## config.mk

```make
export PLATFORM = sky130hd
export DESIGN_NAME = branch_predict_ctrl
export DESIGN_NICKNAME = d
export VERILOG_FILES = /design/src/rtl/branch_predict_ctrl.sv
export SDC_FILE = /design/constraint.sdc
export NUM_CORES = 1
export LEC_CHECK = 0
export CAP_MARGIN = 10
export CORE_MARGIN = 5
export CORE_UTILIZATION = 30
export DETAILED_ROUTE_END_ITERATION = 7
export GPL_TIMING_DRIVEN = 0
export PLACE_DENSITY = 0.54
export REMOVE_ABC_BUFFERS = 1
export SETUP_SLACK_MARGIN = 0.3
export SYNTH_ARGS = -nofsm -noshare
export SYNTH_HDL_FRONTEND = slang
export SYNTH_SLANG_ARGS = --single-unit
export TNS_END_PERCENT = 20
```

## constraint.sdc

```tcl
create_clock -name clk -period 6.6 [get_ports clk]
set_input_delay 1.98 -clock clk [delete_from_list [all_inputs] [get_ports clk]]
set_output_delay 1.98 -clock clk [all_outputs]
set_load 0.02 [all_outputs]
```

## src/rtl/branch_predict_ctrl.sv

```systemverilog
// Branch predictor and ID-stage resolver: PC-indexed saturating-counter table predicts in IF,
// resolves and trains in ID, drives PCSel/flush. Optional perf counters under BRANCH_PERF_EN.
`ifndef WIDTH_PCCTRL
`define WIDTH_PCCTRL 4
`endif
`ifndef PCCTRL_B
`define PCCTRL_B 3
`endif
`ifndef PCCTRL_J
`define PCCTRL_J 2
`endif
`ifndef WIDTH_COMPOUT
`define WIDTH_COMPOUT 2
`endif

module branch_predict_ctrl #(
  parameter int WIDTH_PC  = 32,
  parameter int BHT_DEPTH = 64,
  parameter int CNT_WIDTH = 2,
  parameter int INDEX_LSB = 2
) (
  input  logic                      clk,
  input  logic                      rst,
  input  logic [WIDTH_PC-1:0]       pc_IF,
  input  logic                      br_IF,
  output logic                      pred_taken_IF,
  input  logic [`WIDTH_PCCTRL-1:0]  PCCTRL,
  input  logic [`WIDTH_COMPOUT-1:0] COMPOut,
  input  logic [WIDTH_PC-1:0]       pc_ID,
  input  logic                      pred_taken_ID,
  input  logic                      stall_ID,
  output logic [1:0]                PCSel,
  output logic                      flush
`ifdef BRANCH_PERF_EN
  ,
  output logic [31:0]               branch_cnt,
  output logic [31:0]               mispred_cnt
`endif
);

  localparam int IDX_W = $clog2(BHT_DEPTH);
  localparam int WNT_INT = (2 ** (CNT_WIDTH - 1)) - 1;
  localparam int ONE_INT = 1;
  localparam logic [CNT_WIDTH-1:0] CNT_WNT = WNT_INT[CNT_WIDTH-1:0];
  localparam logic [CNT_WIDTH-1:0] CNT_ONE = ONE_INT[CNT_WIDTH-1:0];
  localparam logic [CNT_WIDTH-1:0] CNT_MAX = '1;
  localparam logic [CNT_WIDTH-1:0] CNT_MIN = '0;

  localparam logic [1:0] PCSEL_PC4     = 2'b00;
  localparam logic [1:0] PCSEL_JUMP    = 2'b01;
  localparam logic [1:0] PCSEL_PRED    = 2'b10;
  localparam logic [1:0] PCSEL_RECOVER = 2'b11;

  logic [CNT_WIDTH-1:0] bht [BHT_DEPTH];
  logic [IDX_W-1:0]     idx_if;
  logic [IDX_W-1:0]     idx_id;
  logic                 is_b;
  logic                 is_j;
  logic                 eq;
  logic                 lt;
  logic                 taken;
  logic                 resolve;
  logic                 train_en;

  assign idx_if = pc_IF[INDEX_LSB +: IDX_W];
  assign idx_id = pc_ID[INDEX_LSB +: IDX_W];
  assign is_b   = PCCTRL[`PCCTRL_B];
  assign is_j   = PCCTRL[`PCCTRL_J];
  assign eq     = (COMPOut == `WIDTH_COMPOUT'(0));
  assign lt     = (COMPOut == `WIDTH_COMPOUT'(1));

  // Low PC bits below the index and above it never affect the table; collected to keep lint quiet.
  logic unused_bits;
  assign unused_bits = &{1'b0, pc_IF, pc_ID, PCCTRL};

  always_comb begin
    taken = 1'b0;
    case (PCCTRL[1:0])
      2'b00:   taken = eq;
      2'b01:   taken = !eq;
      2'b10:   taken = lt;
      default: taken = !lt;
    endcase
  end

  assign resolve       = is_b & !stall_ID;
  // An illegal B+J encoding is treated as a jump: no training and no perf counting.
  assign train_en      = resolve & !is_j;
  assign pred_taken_IF = br_IF & bht[idx_if][CNT_WIDTH-1];

  always_comb begin
    PCSel = PCSEL_PC4;
    flush = 1'b0;
    if (stall_ID) begin
      PCSel = PCSEL_PC4;
      flush = 1'b0;
    end else if (is_j) begin
      PCSel = PCSEL_JUMP;
      flush = 1'b1;
    end else if (resolve && taken && !pred_taken_ID) begin
      PCSel = PCSEL_JUMP;
      flush = 1'b1;
    end else if (resolve && !taken && pred_taken_ID) begin
      PCSel = PCSEL_RECOVER;
      flush = 1'b1;
    end else if (pred_taken_IF) begin
      PCSel = PCSEL_PRED;
      flush = 1'b0;
    end
  end

  // No write-to-read bypass: IF reads the pre-update counter in the training cycle.
  always_ff @(posedge clk) begin
    if (rst) begin
      for (int i = 0; i < BHT_DEPTH; i++) begin
        bht[i] <= CNT_WNT;
      end
    end else if (train_en) begin
      if (taken) begin
        if (bht[idx_id] != CNT_MAX) bht[idx_id] <= bht[idx_id] + CNT_ONE;
      end else begin
        if (bht[idx_id] != CNT_MIN) bht[idx_id] <= bht[idx_id] - CNT_ONE;
      end
    end
  end

`ifdef BRANCH_PERF_EN
  always_ff @(posedge clk) begin
    if (rst) begin
      branch_cnt  <= 32'd0;
      mispred_cnt <= 32'd0;
    end else if (train_en) begin
      branch_cnt <= branch_cnt + 32'd1;
      if (taken != pred_taken_ID) mispred_cnt <= mispred_cnt + 32'd1;
    end
  end
`endif

endmodule

```

==> results of run 1 <==
## metal layers
metal | global-route usage [%] | share of wire (%) | vias to the layer above
met5 | 0 | 0.045 | -
met4 | 8.357 | 4.9 | 4
met3 | 4.576 | 9.7 | 81
met2 | 27.33 | 46 | 347
met1 | 22.76 | 39 | 2843
li1 | - | - | 2379
## worst max path at each step
stage / start / end / slack, ps / cells after the start
final: pc_IF[2] / PCSel[1] / 330 / 9
after global routing: pc_IF[2] / PCSel[1] / 310 / 9
after CTS: pc_IF[3] / PCSel[1] / 380 / 9
after detailed placement: pc_IF[3] / PCSel[1] / -1180 / 9
after global placement: pc_ID[3] / bht[35][0] / -3180 / 9
after floorplan: pc_IF[3] / PCSel[1] / 670 / 7
## critical path: stages
cell and delay, ps:
buf_4 220, mux4_2 540, mux2i_1 360, mux4_2 350
o22ai_4 100, a21o_1 170, a22oi_1 170, nor3_1 60
dlygate4sd2_1 320
## per-stage QoR
step	power [mW]	instance area, sq um
2_1_floorplan	1.072	7002
3_3_place_gp	1.181	7667
3_5_place_dp	1.195	7844
4_1_cts	2.210	8488
5_1_grt	2.271	8498
6_report	2.212	8498
## power by group through the flow
stage	clock network, mW	logic, mW	registers (mW)
floorplan	0	0.144	0.928
global placement	0	0.249	0.932
detailed placement	0	0.262	0.933
CTS	1.03	0.264	0.916
global route	1.07	0.282	0.917
finish	1.03	0.270	0.916
## layout by cell type (no fill, tap or decap), drive strengths merged, types with 9 or more instances in the layout
cell / count
edfxtp: 128
mux2i: 23
mux4: 31
a22oi: 11
o211ai: 9
clkdlybuf4s50: 17
buf: 16
nor2: 81
a221oi: 13
clkbuf: 18
nand2: 85
a31o: 64
nor2b: 9
## area by class of cell
cell class                      count  area share (%)
Inverter                            6          0.2650
Sequential cell                   128           45.23
Multi-Input combinational cell    422           37.81
Clock inverter                     15           2.562
Timing Repair Buffer               36           4.358
Clock buffer                       17           5.006
Tap cell                          324           4.770
## cell families (layout without fill, tap and decap cells)
family                    count (synthesis)  in the layout  synth area share [%]
AOI/OAI and AO/OA                       123            123                 13.91
xor gates and xnor gates                  5              5                0.6025
buffers and inverters                    64             74                 3.993
DFF                                     128            128                 52.87
muxes                                    54             54                 12.77
and+or+nand+nor                         240            240                 15.85
==> flow_summary_export.csv, run 1 <==
group,metric,value,unit
hold_path,hp-class,"register to register",
layout,multi_input_area,3213,sq um
run_status,status,"finished clean",
clocking,cts_resized,21,
hold_path,min_to,"bht[0][0]",
yosys,synth_most_common_cell,"edfxtp_1",
floorplan,rows,57,
yosys,ys_async_sr_fraction,0,%
timing,tns,0,ps
clocking,cts_sinks,128,
drt,dr.pass1.iters,7,
clocking,holdBufCountCts,0,
yosys,synth-edff-count,128,
floorplan,start_util,30.16,%
yosys,synth_area_per_cell,11.84,sq um
floorplan,die_y,165.7,um
drt,via_per_inst,5.964,
hold_path,hp-start,"bht[0][0]",
timing,slew_headroom,12.80,%
drt,drc,0,
placed_design,gp_congestion,0.8938,
global_route,grt_pass1_vias,5648,
layout,top_register,"bht",
yosys,syn-instance-count,614,
critical_path,criticalPathCategory,"input port to output pin",
timing,fin_crit_sh,95.07,%
drt,wl_per_cell,25.79,um
yosys,yosys.area.top_type,"edfxtp_1",
pwr,p_leak,2.518,nW
yosys,synth.distinct_cells,56,
yosys,synthesis.area,7269,sq um
timing,max_freq,159.4,MHz
timing,hold_viol,0,
yosys,ys_top_cells_by_area,"edfxtp_1 (53%), mux4_2 (9.6%), a31o_2 (7.3%), nand2_1 (4.4%), nor2_1 (4.1%)",
drt,vias,5654,
placed_design,dp_cells,915,
layout,drive_above_1_share,25.48,%
placed_design,portBuffers,26,
critical_path,critical_path.endpoint_type,"output pin",
layout,largest_reg_flops,128,
clocking,htreeDepth,4,
pwr,powerDensity,260.3,nW/um^2
layout,nets,686,
yosys,yosys_register_bits,128,
critical_path,worst-path-max-fanout,9,
drt,ant_nets,0,
layout,layout_top_registers,"bht: 128 flops",
drt,drt_wl_total,24450,um
clocking,numCtsBuffers,17,
floorplan,dieArea,27440,sq um
critical_path,cp-start-kind,"input port",
floorplan,io_pins,79,
yosys,synth.top_cell.area_share,52.87,%
critical_path,r2r_start,"bht[55][1]",
critical_path,reg2reg_depth,8,
yosys,synthFlopType,"edfxtp_1",
timing,setup_viol,0,
timing,fin_crit,6274,ps
global_route,track_usage,17.50,%
pwr,ir_drop,0.0001807,V
timing,slew_violations,0,
drt,drtIter0Drc,656,
layout,regArea,3844,sq um
timing,fin_skew,6.318,ps
critical_path,crit_required,4620,ps
global_route,grt_remaining_overflow,0,
yosys,synth_common_cells,"edfxtp_1 (128), nand2_1 (85), nor2_1 (79), a31o_2 (61), mux4_2 (31)",
pwr,p_int,1.670,mW
floorplan,die_w,165.7,um
critical_path,r2r_slack,2630,ps
flow_run,drv_cap,0,
critical_path,reg2reg_to,"bht[41][0]",
layout,nFillCells,2393,
timing,tightestPinTransition,1303,ps
layout,final_util,35.25,%
critical_path,cp.arrival,4290,ps
clocking,root_buffer,"clkbuf_16",
pwr,seqPwrFrac,41.4,%
clocking,clk_latency,420,ps
clocking,clockBufferDepth,2,
layout,diodes,0,
hold_path,min_path_cells,4,
placed_design,place_ws,-1183,ps
yosys,synth.yosys.seq_area_share,52.87,%
layout,area_delta_synth_final,16.90,%
pwr,clkPwrFrac,46.4,%
timing,layout_setup_ws,325.7,ps
timing,hold-worst-slack,950.0,ps
yosys,ys.warnings.count,0,
global_route,grt_max_degree,49,
pwr,power_switching,0.5424,mW
clocking,cts_tree,"done",
pwr,combPwrFrac,12.2,%
global_route,antenna_found_initial,1,
pwr,p_sw_share,24.52,%
timing,rsz0062_at_grt,"no",
floorplan,core,24110,sq um
clocking,clk_pin_slew,60,ps
layout,final_cells,948,
placed_design,place_hpwl,16430,um
clocking,cts_setup_buffers,0,
global_route,grt_pass1_wl,36140,um
Note: power is estimated with default switching activity, not from simulation.
==> run 2: changes to the inputs <==
- GPL_TIMING_DRIVEN: 0 -> unset
==> run 2 against run 1 <==
Effect of this change:
- power rose by 2.9%
- count of clock-buffer cells in the layout unchanged
- clock power rose by 4%
- largest cell class unchanged
- first-iteration DRC count grew 15%
- maximum frequency increased by 2.0%
- wire length grew 5.8%
- flip-flop and latch count did not move
- sequential power about the same
- critical path depth is 2 higher
==> flow_summary_export.csv, run 2 (synthesis results as in run 1) <==
group,metric,value,unit
clocking,numCtsBuffers,17,
floorplan,io_pins,79,
critical_path,critical_path.endpoint_type,"output pin",
placed_design,dp_cells,950,
timing,hold-worst-slack,974.4,ps
layout,area_delta_synth_final,21.14,%
drt,drtIter0Drc,756,
hold_path,min_path_cells,4,
critical_path,r2r_slack,3110,ps
global_route,antenna_found_initial,0,
clocking,cts_sinks,128,
critical_path,cp.arrival,4170,ps
hold_path,hp-start,"bht[0][0]",
placed_design,portBuffers,26,
critical_path,worst-path-max-fanout,6,
layout,top_register,"bht",
timing,hold_viol,0,
timing,max_freq,162.6,MHz
pwr,p_leak,2.744,nW
timing,fin_crit_sh,93.19,%
timing,fin_skew,9.936,ps
floorplan,die_w,165.7,um
pwr,clkPwrFrac,46.9,%
timing,slew_headroom,13.13,%
layout,drive_above_1_share,29.24,%
layout,layout.cells.most_common,"edfxtp_1",
layout,diodes,0,
critical_path,crit_required,4620,ps
hold_path,min_to,"bht[5][0]",
pwr,p_int,1.725,mW
layout,largest_reg_flops,128,
layout,final_cells,984,
critical_path,cp_slowest_stage_delay,500,ps
pwr,powerDensity,258.6,nW/um^2
critical_path,worstPathCellList,"buf_2 -> bufbuf_16 -> mux4_2 -> mux2i_1 -> mux4_2 -> o22ai_4 -> buf_6 -> a21o_1 -> a22oi_1 -> nor3_1 -> buf_4",
global_route,grt_pass1_wl,37970,um
layout,layout_top_registers,"bht: 128 flops",
timing,setup_viol,0,
floorplan,rows,57,
placed_design,place_ws,-437.0,ps
drt,ant_nets,0,
run_status,status,"finished clean",
critical_path,reg2reg_to,"bht[15][1]",
global_route,track_usage,18.55,%
drt,dr.pass1.iters,6,
timing,fin_crit,6150,ps
pwr,ir_drop,0.0001757,V
critical_path,slowest_stage,"mux4_2",
floorplan,start_util,30.16,%
critical_path,cp-start-kind,"input port",
hold_path,hp-class,"register to register",
timing,rsz0062_at_grt,"no",
global_route,grt_pass1_vias,5940,
timing,slew_violations,0,
critical_path,timing.critical_path.mode_cell,"mux4_2",
layout,final_cell_mix,"edfxtp_1 (128), nand2_1 (85), nor2_1 (79)",
critical_path,r2r_start,"bht[48][1]",
clocking,clk_pin_slew,60,ps
placed_design,place_hpwl,17540,um
clocking,root_buffer,"clkbuf_16",
flow_run,drv_cap,0,
drt,drt_wl_total,25880,um
clocking,htreeDepth,4,
clocking,clk_latency,430,ps
pwr,seqPwrFrac,40.3,%
drt,via_per_inst,5.919,
floorplan,core,24110,sq um
layout,nets,722,
critical_path,criticalPathCategory,"input port to output pin",
pwr,combPwrFrac,12.8,%
clocking,cts_tree,"done",
drt,wl_per_cell,26.30,um
timing,tightestPinTransition,1298,ps
critical_path,reg2reg_depth,9,
pwr,p_sw_share,24.24,%
global_route,grt_max_degree,65,
timing,tns,0,ps
floorplan,die_y,165.7,um
placed_design,gp_congestion,0.9427,
floorplan,dieArea,27440,sq um
pwr,power_switching,0.5519,mW
timing,layout_setup_ws,449.5,ps
clocking,clockBufferDepth,2,
global_route,grt_remaining_overflow,0,
drt,vias,5824,
drt,drc,0,
-- run 2: worst max-delay path by stage --
| stage | startpoint | end | slack, ps |
|---|---|---|---|
| after global routing | pc_IF[3] | PCSel[1] | 310 |
| final | pc_IF[3] | PCSel[1] | 450 |
| after detailed placement | pc_IF[3] | PCSel[1] | -440 |
| after floorplan | pc_IF[3] | PCSel[1] | 670 |
| after global placement | pc_IF[3] | PCSel[1] | -390 |
| after CTS | pc_IF[3] | PCSel[1] | 310 |
-- run 2: power groups by stage --
stage	logic (mW)	clock network (mW)	registers, mW
finish	0.291	1.07	0.917
global route	0.304	1.11	0.918
CTS	0.285	1.07	0.917
detailed placement	0.273	0	0.934
global placement	0.270	0	0.933
floorplan	0.144	0	0.928
-- run 2: critical path: cells and delay by family --
family	cells	cell delay [ps]
and+or+nand+nor	1	160
muxes	3	930
buffers and inverters	4	730
AOI/OAI and AO/OA	3	370
-- run 2: through the flow --
stage	utilization (%)	area, sq um	total power [mW]
floorplan	-	7002	1.072
global placement	33.39	8048	1.203
detailed placement	33.39	8048	1.207
CTS	36.59	8820	2.276
global route	36.53	8806	2.335
finish	36.53	8806	2.277
-- run 2: final cells by class --
class,instances,area (sq um)
Inverter,6,22.52
Clock inverter,15,240.2
Multi-Input combinational cell,422,3188
Tap cell,324,405.4
Timing Repair Buffer,72,680.7
Clock buffer,17,425.4
Sequential cell,128,3844
Fill cell,2370,15300
-- run 2: layer usage --
layer | GRT usage [%] | wire length, um
met1 | 24.66 | 10100
met2 | 28.69 | 12040
met3 | 4.671 | 2647
met4 | 8.393 | 1091
met5 | 0 | 0
-- run 2: repair_timing --
item                                    CTS  global route
endpoints found under the setup margin    2             1
resized for setup                        20             5
buffers inserted                          0             0
hold buffers                              0             0
endpoints found under the hold margin     0             0
cloned                                    2             0
pin swaps                                 2             2
==> patch: new RTL, settings of run 1 <==
The parameter `CNT_WIDTH` goes from 2 to 3.
--- a/src/rtl/branch_predict_ctrl.sv
+++ b/src/rtl/branch_predict_ctrl.sv
@@ -17,5 +17,5 @@
   parameter int WIDTH_PC  = 32,
   parameter int BHT_DEPTH = 64,
-  parameter int CNT_WIDTH = 2,
+  parameter int CNT_WIDTH = 3,
   parameter int INDEX_LSB = 2
 ) (
Formal check against the unedited RTL: not equivalent (a bounded check fails within 4 cycles, from zero or initial values).
==> patch against run 1 <==
  * Sequential share of layout area is 4.0 points higher
  * Synthesized area up 43%
  * Via count increased by 36%
  * Worst setup slack got worse by 0.051 ns
  * Total power increased by 27%
  * Wire length up 41%
  * Clock skew increased by 0.0050 ns
  * Hold slack better by 0.64 ns
  * Design area is 38% higher
  * Sequential cell count rose by 64
  * Fmax down 0.80%
  * Critical endpoint unchanged
  * Largest cell class unchanged
  * Largest power group is now sequential cells
==> patch: results (changes against run 1) <==
| Metric | Value |
|---|---|
| Status | completed (unchanged) |
| R2R cell count | 11 (was 8) |
| Share of layout cells above drive strength 1 | 0.2196 (was 0.2548) |
| Routed WL | 34,370 microns (was 24,450 microns) |
| Critical path peak fanout | 16 (was 9) |
| Hold Path Origin | bht[20][1] (was bht[0][0]) |
| RD Place Congestion | 0.8904 (was 0.8938) |
| Peak per-stage delay on the critical path | 0.59 ns (was 0.54 ns) |
| R2r setup slk | 2.31 ns (was 2.63 ns) |
| Post-synth EDFFs | 192 (was 128) |
| Post-place setup slack | -1.479 ns (was -1.183 ns) |
| Post-Place Cell Area | 0.01102 sq mm (was 0.007844 sq mm) |
| Post-synthesis xor/xnor area fraction | 0.003359 (was 0.006024) |
| Crit path DAT | 4.35 ns (was 4.29 ns) |
| First-pass detailed-route iteration total | 5 (was 7) |
| Final HPWL DP | 23,430 microns (was 16,430 microns) |
| VDD IR max | 0.0001585 V (was 0.0001807 V) |
| First-pass GRT wire length | 50,980 microns (was 36,140 microns) |
| Top post-synthesis cells by area | edfxtp_1 (55%), mux4_2 (9.3%), nor4_1 (3.9%) (was edfxtp_1 (53%), mux4_2 (9.6%), a31o_2 (7.3%)) |
| Gr usage total | 0.1773 (was 0.1750) |
| Fin nets | 879 (was 686) |
| Mux share of post-synthesis cell area | 0.1201 (was 0.1277) |
| Min-Delay Endpoint | bht[13][2] (was bht[0][0]) |
| Clock Latency Late Sink | 0.44 ns (was 0.42 ns) |
| Vias in the first global route | 7,430 (was 5,648) |
| Largest net degree at the start of global routing | 79 (was 49) |
| Hold Crit Depth | 8 (was 4) |
| Avg Cell Area, Syn | 12.60 sq um (was 11.84 sq um) |
patch: report_power, final:
| group | internal, mW | switching (mW) | leakage [nW] |
|---|---|---|---|
| Combinational | 0.150 | 0.293 | 1.34 |
| Sequential | 1.36 | 0.0144 | 1.65 |
| Clock | 0.520 | 0.477 | 0.258 |
| Total | 2.03 | 0.784 | 3.24 |
patch: worst max-delay path by stage:
stage,startpoint,cells after the start,to,slack [ns]
after global routing,pc_IF[3],9,PCSel[1],0.23
after global placement,pc_ID[2],13,bht[49][2],-4.77
after floorplan,pc_ID[5],10,bht[0][2],-0.36
after CTS,pc_IF[3],9,PCSel[1],0.27
after detailed placement,pc_ID[7],12,bht[40][1],-1.48
final,pc_IF[3],9,PCSel[1],0.27
patch: worst max-delay path: cells and delay by family:
kind            cells  cell delay, ns
compound gates      3            0.50
buf+inv             2            0.53
mux                 3            1.26
simple gates        1            0.07
patch: timing repair:
item | in CTS | in global routing
gates cloned | 1 | 0
buffers inserted | 7 | 0
gates resized for setup | 46 | 9
pin swaps | 2 | 0
setup endpoints to repair | 241 | 103
hold buffers | 0 | 0
patch: cell type report:
| type | instances | area (sq um) |
|---|---|---|
| Clock buffer | 19 | 432.9 |
| Clock inverter | 12 | 110.1 |
| Fill cell | 3361 | 22740 |
| Inverter | 6 | 27.53 |
| Multi-Input combinational cell | 533 | 4239 |
| Sequential cell | 192 | 5766 |
| Tap cell | 455 | 569.3 |
| Timing Repair Buffer | 52 | 564.3 |
| Timing Repair inverter | 1 | 5.005 |
patch: per-layer routing:
metal | track usage | vias up | wire length [microns]
met5 | 0 | - | 0
met4 | 0.07137 | 0 | 1375
met3 | 0.03573 | 77 | 2928
met2 | 0.2631 | 455 | 15390
met1 | 0.2553 | 3914 | 14670
li1 | - | 3260 | -
